**src/rtl/unique0_code_decoder.sv**
```systemverilog
// unique0_code_decoder: streaming classifier that matches each accepted code
// against a programmable value/mask table and registers a hit vector, the
// winning entry index and default/overlap flags behind a valid/ready stage.
// Saturating counters track how many default and overlap results were accepted.
module unique0_code_decoder #(
  parameter int CODE_W      = 3,
  parameter int NUM_ENTRIES = 8,
  parameter int PRIORITY_EN = 0,
  parameter int CNT_W       = 8,
  localparam int IDX_W      = $clog2(NUM_ENTRIES)
) (
  input  logic                   clk,
  input  logic                   rst_n,
  input  logic                   cfg_we,
  input  logic [IDX_W-1:0]       cfg_idx,
  input  logic [CODE_W-1:0]      cfg_value,
  input  logic [CODE_W-1:0]      cfg_mask,
  input  logic                   cfg_en,
  input  logic                   in_valid,
  output logic                   in_ready,
  input  logic [CODE_W-1:0]      in_code,
  output logic                   out_valid,
  input  logic                   out_ready,
  output logic [NUM_ENTRIES-1:0] out_hit,
  output logic [IDX_W-1:0]       out_index,
  output logic                   out_default,
  output logic                   out_overlap,
  output logic [CNT_W-1:0]       default_cnt,
  output logic [CNT_W-1:0]       overlap_cnt,
  input  logic                   clr_cnt
);

  typedef enum logic {EMPTY = 1'b0, FULL = 1'b1} state_t;

  state_t state, state_nxt;

  logic [CODE_W-1:0]      tbl_value [NUM_ENTRIES];
  logic [CODE_W-1:0]      tbl_mask  [NUM_ENTRIES];
  logic [NUM_ENTRIES-1:0] tbl_en;

  logic                   accept;
  logic                   idx_ok;
  logic [NUM_ENTRIES-1:0] hit_raw_p0;
  logic [NUM_ENTRIES-1:0] hit_low_p0;
  logic [IDX_W-1:0]       low_idx_p0;
  logic                   multi_p0;
  logic [NUM_ENTRIES-1:0] hit_p0;
  logic [IDX_W-1:0]       index_p0;
  logic                   default_p0;
  logic                   overlap_p0;

  logic [NUM_ENTRIES-1:0] hit_p1;
  logic [IDX_W-1:0]       index_p1;
  logic                   default_p1;
  logic                   overlap_p1;
  logic                   vld_p1;

  function automatic logic [CNT_W-1:0] sat_inc(input logic [CNT_W-1:0] c);
    return (c == {CNT_W{1'b1}}) ? c : c + CNT_W'(1);
  endfunction

  // Writes to indices beyond the table are dropped; only needed when the
  // index width can address more entries than exist.
  if (NUM_ENTRIES < (2 ** IDX_W)) begin : g_idx_chk
    assign idx_ok = (cfg_idx < IDX_W'(NUM_ENTRIES));
  end else begin : g_idx_all
    assign idx_ok = 1'b1;
  end

  assign vld_p1   = (state == FULL);
  assign in_ready = !vld_p1 || out_ready;
  assign accept   = in_valid && in_ready;

  // Match table: a write applies from the next edge, so a code accepted in the
  // same cycle still sees the old entry.
  always_ff @(posedge clk) begin
    if (!rst_n) begin
      for (int i = 0; i < NUM_ENTRIES; i++) begin
        tbl_value[i] <= '0;
        tbl_mask[i]  <= '0;
      end
      tbl_en <= '0;
    end else if (cfg_we && idx_ok) begin
      tbl_value[cfg_idx] <= cfg_value;
      tbl_mask[cfg_idx]  <= cfg_mask;
      tbl_en[cfg_idx]    <= cfg_en;
    end
  end

  // ---- stage p0: combinational match and classification of in_code ----
  always_comb begin
    hit_raw_p0 = '0;
    low_idx_p0 = '0;
    for (int i = 0; i < NUM_ENTRIES; i++) begin
      hit_raw_p0[i] = tbl_en[i] && (((in_code ^ tbl_value[i]) & tbl_mask[i]) == '0);
    end
    for (int i = NUM_ENTRIES - 1; i >= 0; i--) begin
      if (hit_raw_p0[i]) low_idx_p0 = IDX_W'(i);
    end
    // Isolate the lowest set bit; any bit left after clearing it means overlap.
    hit_low_p0 = hit_raw_p0 & (~hit_raw_p0 + NUM_ENTRIES'(1));
    multi_p0   = |(hit_raw_p0 & (hit_raw_p0 - NUM_ENTRIES'(1)));
    default_p0 = (hit_raw_p0 == '0);
    overlap_p0 = multi_p0;
    hit_p0     = hit_raw_p0;
    index_p0   = low_idx_p0;
    if (multi_p0) begin
      if (PRIORITY_EN != 0) begin
        hit_p0   = hit_low_p0;
        index_p0 = low_idx_p0;
      end else begin
        // No winner in unique0 mode: raw vector passes through, index forced 0.
        hit_p0   = hit_raw_p0;
        index_p0 = '0;
      end
    end
  end

  // Output occupancy state register
  always_ff @(posedge clk) begin
    if (!rst_n) state <= EMPTY;
    else        state <= state_nxt;
  end

  // Output occupancy next state: refill keeps FULL, drain alone empties
  always_comb begin
    state_nxt = state;
    case (state)
      EMPTY:   if (accept) state_nxt = FULL;
      FULL:    if (out_ready && !accept) state_nxt = EMPTY;
      default: state_nxt = EMPTY;
    endcase
  end

  // ---- stage p1: registered result, loaded only on accept so it holds under stall ----
  always_ff @(posedge clk) begin
    if (!rst_n) begin
      hit_p1     <= '0;
      index_p1   <= '0;
      default_p1 <= 1'b0;
      overlap_p1 <= 1'b0;
    end else if (accept) begin
      hit_p1     <= hit_p0;
      index_p1   <= index_p0;
      default_p1 <= default_p0;
      overlap_p1 <= overlap_p0;
    end
  end

  // Saturating statistics, bumped once per accepted code; clear has priority
  always_ff @(posedge clk) begin
    if (!rst_n || clr_cnt) begin
      default_cnt <= '0;
      overlap_cnt <= '0;
    end else if (accept) begin
      if (default_p0) default_cnt <= sat_inc(default_cnt);
      if (overlap_p0) overlap_cnt <= sat_inc(overlap_cnt);
    end
  end

  assign out_valid   = vld_p1;
  assign out_hit     = hit_p1;
  assign out_index   = index_p1;
  assign out_default = default_p1;
  assign out_overlap = overlap_p1;

endmodule

```
**config.mk**
```make
export PLATFORM = sky130hd
export DESIGN_NAME = unique0_code_decoder
export DESIGN_NICKNAME = d
export VERILOG_FILES = /design/src/rtl/unique0_code_decoder.sv
export SDC_FILE = /design/constraint.sdc
export NUM_CORES = 1
export LEC_CHECK = 0
export CORE_ASPECT_RATIO = 0.8
export CORE_MARGIN = 2
export CORE_UTILIZATION = 30
export DETAILED_ROUTE_END_ITERATION = 10
export PLACE_DENSITY_LB_ADDON = 0.2
export SLEW_MARGIN = 20
export SYNTH_ARGS = -nofsm -noshare
export SYNTH_HDL_FRONTEND = slang
export SYNTH_SLANG_ARGS = --single-unit
```
**constraint.sdc**
```tcl
create_clock -name clk -period 2.45 [get_ports clk]
set_clock_uncertainty 0.1 [all_clocks]
set_input_delay 0.245 -clock clk [delete_from_list [all_inputs] [get_ports clk]]
set_output_delay 0.245 -clock clk [all_outputs]
set_load 0.03 [all_outputs]
```
# Yosys cells after proc, flatten, opt, wreduce, memory -nomap -nowiden
# Memory sizes are Yosys's and may differ from the RTL's.
# Index checks and enable logic that the tools add are counted.
# word_totals
ff_bits	38
ramBits	48
in_bits	19
output_inout_bits	31
wordCells	92
n_memories	2
# mem_list
name	depth	word_bits	read_ports	rd_clocked_by_memory_dff	write_ports	line_no	rtl
tbl_mask	8	3	8	0	8	38	logic [CODE_W-1:0] tbl_mask [NUM_ENTRIES];
tbl_value	8	3	8	0	8	37	logic [CODE_W-1:0] tbl_value [NUM_ENTRIES];
# classes
addsub	3
order_cmp	2
eq_ne	2
muxes	25
bitwise	20
n_reduce_logical	30
# op_table
cell	count
$mux 3	13
$and 3x3->3	8
$logic_not 3->1	8
$xor 3x3->3	8
$add 8x1->8 const B	2
$eq 8x8->1 const B	2
$logic_and 1x1->1	11
$mux 1	9
$and 8x8->8	1
$bwmux 8	1
$logic_not 8->1	1
$reduce_or 8->1	1
$sub 8x1->8 const B	1
$reduce_and 3->1	2
$reduce_or 3->1	2
$lt 3x4->1 const B	1
$demux 1 s3	1
$ge 3x1->1 const B	1
$logic_not 1->1	3
$not 1->1	3
$logic_or 1x1->1	2
$pmux 1 s2	1

# Logic depth before layout (Yosys ltp)
# Gate-level depths: netlist of the first run.
# An unclocked memory read counts as a cell.
# depth
depth_word	14
mapped_depth	9
depth_no_buf	8

# Worst setup path before layout of the first run
# Ideal clock, no wire load.
# synth_timing
kind	register to register
start	register state, in the netlist out_valid
end	register overlap_cnt[7]
setup_time_ns	0.070
t_arrival_ns	1.942
t_required_ns	2.280
path_slack_ns	0.337
path_stages_with_launch	7
path_buffers	0
synth_period_minus_slack_ns	2.113
path_cell_list	dfxtp_1 -> nand2b_1 -> nand2_1 -> a21o_1 -> or3_1 -> or4_1 -> a21oi_1
# synth_between
elab_chain_len	4
# synth_rtl
element	line_no	rtl
from (decl)	35	state_t state, state_nxt;
from (signal assigned)	122	else state <= state_nxt;
$logic_not 1->1	71	assign in_ready = !vld_p1 || out_ready;
$logic_or 1x1->1	71	
via in_ready	20	output logic in_ready,
$logic_and 1x1->1	72	assign accept = in_valid && in_ready;
$reduce_and 3->1 (no line)	-	
to (signal assigned)	157	if (overlap_p0) overlap_cnt <= sat_inc(overlap_cnt);
to (decl)	29	output logic [CNT_W-1:0] overlap_cnt,
# The timed path passes the listed nets, and every way through them passes these cells.
# A chain may end at the register's enable or synchronous reset.

# Final worst setup path of the first run
# layout_timing
start	input port in_code[0]
end	register overlap_cnt[4]
# layout_between
elab_chain_len	8
elab_cells_between_ends	36
# layout_rtl
element	line_no	rtl
from (decl)	21	input logic [CODE_W-1:0] in_code,
$xor 3x3->3	95	hit_raw_p0[i] = tbl_en[i] && (((in_code ^ tbl_value[i]) & tbl_mask[i]) == '0);
$and 3x3->3	95	
$logic_not 3->1	95	
$logic_and 1x1->1	95	
$sub 8x1->8	102	multi_p0 = |(hit_raw_p0 & (hit_raw_p0 - NUM_ENTRIES'(1)));
$and 8x8->8 (*)	102	
$reduce_or 8->1 (*)	102	
$reduce_and 3->1 (no line) (*)	-	
# Mark *: on every way between the ends. The rest lies on a longest branch, timed or not.

==> results of run 1 <==
## layer usage
metal | wire, µm | GRT usage | up-vias
met1 | 4940 | 0.202 | 1478
li1 | - | - | 1536
met3 | 465 | 0.0325 | 10
met4 | 138 | 0.0456 | 0
met2 | 4610 | 0.223 | 57
met5 | 0 | 0 | -
## placed cells by master (no fill, tap or decap), drive strengths merged, types with 2 or more instances in the layout
cell type      count
a21boi             4
a21o               4
a21oi             17
a22oi              9
and2              58
and3               6
buf               33
clkbuf            14
clkdlybuf4s50     47
dfxtp             38
dlymetal6s2s       2
edfxtp            48
ha                 2
inv               13
mux2i              5
nand2             43
nand2b             7
nand3             14
nand4              6
nor2              14
nor3               5
o211ai             2
o21ai             26
o2bb2ai            2
o31ai              9
or3                3
or4                5
xor2              24
## power groups by stage
stage	Combinational, mW	Sequential, mW	Clock [mW]
2_1_floorplan	0.151	1.65	0
3_3_place_gp	0.299	1.64	0
3_5_place_dp	0.300	1.64	0
4_1_cts	0.303	1.61	1.42
5_1_grt	0.349	1.62	1.46
6_report	0.317	1.61	1.38
## worst min-delay path by stage
stage                startpoint          end  cells after the start
floorplan              in_valid    out_valid                      2
global placement     out_hit[7]   out_hit[7]                      2
detailed placement  out_default  out_default                      2
CTS                 out_default  out_default                      2
global route         out_hit[7]   out_hit[7]                      2
finish              out_default  out_default                      2
## stage by stage
step                setup TNS (ns)  hold slack [ns]  worst slack (ns)
finish                           0            0.369             0.105
global route              -0.00801            0.394          -0.00614
CTS                              0            0.375            0.0205
detailed placement           -5.51            0.364            -0.348
global placement             -4.87            0.358            -0.333
floorplan                        0            0.284             0.337
## registers in the layout, summed over array words and instances (netlist names)
register     count
default_cnt      8
out_default      1
out_hit          8
out_index        3
out_overlap      1
out_valid        1
overlap_cnt      8
tbl_en           8
tbl_mask        24
tbl_value       24
## layout make-up
class,count,area [µm²]
multi-input cells,277,1810
repair buffers,82,785
clock inverters,2,12.5
flip-flops and latches,86,2200
fillers,1261,7590
well taps,175,219
clock buffers,14,295
inverters,13,48.8
## cells by family (layout without fill, tap and decap cells)
family / after synthesis / in the layout
and+or+nand+nor: 167 / 167
DFF: 86 / 86
AOI/OAI and AO/OA: 76 / 77
buffers and inverters: 27 / 111
xor gates and xnor gates: 25 / 25
muxes: 5 / 5
adders and majority gates: 3 / 3
## tightest hold or removal path, cell delays in order (launching register included)
cell,delay [ns]
dfxtp_1,0.31
nand2_1,0.05
a21boi_0,0.06
## synth_stat cells (all sizes together) (6+ instances only)
library cell / instances / area share
a21oi: 17 / 0.022
o21ai: 26 / 0.032
dfxtp: 38 / 0.19
inv: 13 / 0.012
edfxtp: 48 / 0.36
a22oi: 9 / 0.021
nand2b: 7 / 0.011
nand2: 43 / 0.040
buf: 7 / 0.012
nor2: 14 / 0.013
o31ai: 9 / 0.017
nand3: 14 / 0.017
and3: 6 / 0.0093
clkbuf: 7 / 0.0065
xor2: 24 / 0.052
nand4: 6 / 0.0093
and2: 58 / 0.090
## repair_timing
action                     in CTS  in global routing
resized for setup               2                 23
pin swaps                       0                 21
setup buffers                   0                  4
setup endpoints to repair       2                 18
gates cloned                    0                  1
==> results.json, run 1 <==
{
  "crit_end": "overlap_cnt[4]",
  "die_h_um": 108,
  "yosysWarnings": 0,
  "final_cell_count_no_fill": 649,
  "start_util": 0.310,
  "crit_type": "primary input to register",
  "port_buffers": 49,
  "gr-usage-all-layers": 0.145,
  "postPlaceCellArea_um2": 4910,
  "synth_mux_area_frac": 0.0125,
  "grt_pass1_vias": 3002,
  "synth_edf_count": 48,
  "synth-compound-area-share": 0.123,
  "critical_path.top_delay_family": "simple AND/OR/NAND/NOR gates",
  "cts-root-buf": "clkbuf_16",
  "drt-total-wl_um": 10100,
  "finalCoreUtilization": 0.414,
  "hpwl_um": 6990,
  "path_depth": 9,
  "seq_area_frac_synth": 0.548,
  "clkSlewWorstSetupHoldPaths_ns": 0.07,
  "power_density_nw_per_um2": 616,
  "hold_class": "register to register",
  "cp-start-kind": "primary input",
  "slew_headroom": 0.318,
  "antenna_found_initial": 0,
  "core_um2": 13000,
  "synth_cells": 389,
  "synth_fa_ha_area_frac": 0.00903,
  "power.share.sequential": 0.487,
  "async_flop_share": 0,
  "tightest_slew_ns": 1.01,
  "status": "finished clean",
  "reg2reg_depth": 7,
  "grt_pass1_wl_um": 15900,
  "total_power_mw": 3.31,
  "grt_max_degree": 29,
  "drc": 0,
  "power_frac_comb": 0.096,
  "vias": 3081,
  "synthSimpleGateAreaFrac": 0.222,
  "ir_drop_uv": 308,
  "critPathBufInv": 2,
  "first_pass_iters": 4,
  "die_x_um": 133,
  "die_area_um2": 14300,
  "timing.rr.start": "tbl_value[0][2]",
  "max_clock_freq_ghz": 0.426,
  "cp_slowest_stage_delay_ns": 0.50,
  "syn_area_per_cell_um2": 10.3,
  "clock_power_share": 0.417,
  "crit_fanout": 8,
  "drt-initial-drc-count": 188,
  "grt.overflow.total": 0,
  "cpMostUsedCell": "a21oi_2",
  "stdcell_area_um2": 5370,
  "fin_crit_sh": 0.957,
  "vias_per_cell": 4.75,
  "cts_hold_buf": 0,
  "h-tree-depth": 3,
  "drt-wirelength-per-cell_um": 15.6,
  "synthXorXnorAreaFrac": 0.0545,
  "worstPathRequired_ns": 2.63,
  "setup_violations": 0,
  "finalHoldViolCount": 0,
  "clk_latency_ns": 0.34,
  "cp_cell_sequence": "clkdlybuf4s50_1 > buf_12 > xor2_1 > a21oi_2 > a22oi_2 > and4_2 > o2bb2ai_4 > or4_1 > a21oi_2",
  "power_leakage_nw": 1.94,
  "area_growth_pct": 33.7,
  "dp.cells": 628,
  "ys_ff_latch": 86,
  "rsz0062_at_grt": "true",
  "synthesis.area_um2": 4020,
  "synth_nets": 410,
  "worstPathArrival_ns": 2.52,
  "maxCapViolCount": 0,
  "rows": 37,
  "boundaryPins": 50,
  "cts_tree": "built",
  "ys_dominant_reg_cell": "edfxtp_1",
  "switchingPower_uw": 761,
  "cts_made_buffers": 9,
  "routabilityCongestion": 0.775,
  "synth_top_family_by_area": "simple AND/OR/NAND/NOR gates",
  "crit_slowest_cell": "or4_1",
  "crit_path_end_kind": "register",
  "layout_min_cycle_time_ns": 2.34,
  "clockBufferDepth": 2,
  "setup.reg_to_reg.worst_slack_ns": 0.21,
  "r2r-end": "overlap_cnt[4]",
  "worstSetupStartpoint": "in_code[0]",
  "yosysUniqueCellTypes": 43,
  "finalMaxSlewViolations": 0,
  "p_int_mw": 2.55,
  "num_antenna_cells": 0,
  "nets": 490,
  "cts_sinks": 86,
  "p_sw_frac": 0.230,
  "detail-route-antenna-nets": 0,
  "drive_gt1_frac": 0.158
}
(Power assumes the default switching activity.)
==> run 2: changes to the inputs <==
--- a/config.mk
+++ b/config.mk
@@ -5,6 +5,7 @@
 export SDC_FILE = /design/constraint.sdc
 export NUM_CORES = 1
 export LEC_CHECK = 0
+export CAP_MARGIN = 20
 export CORE_ASPECT_RATIO = 0.8
 export CORE_MARGIN = 2
 export CORE_UTILIZATION = 30
==> results of run 2 <==
Final layout, timing and power as in run 1 (identical DEF).
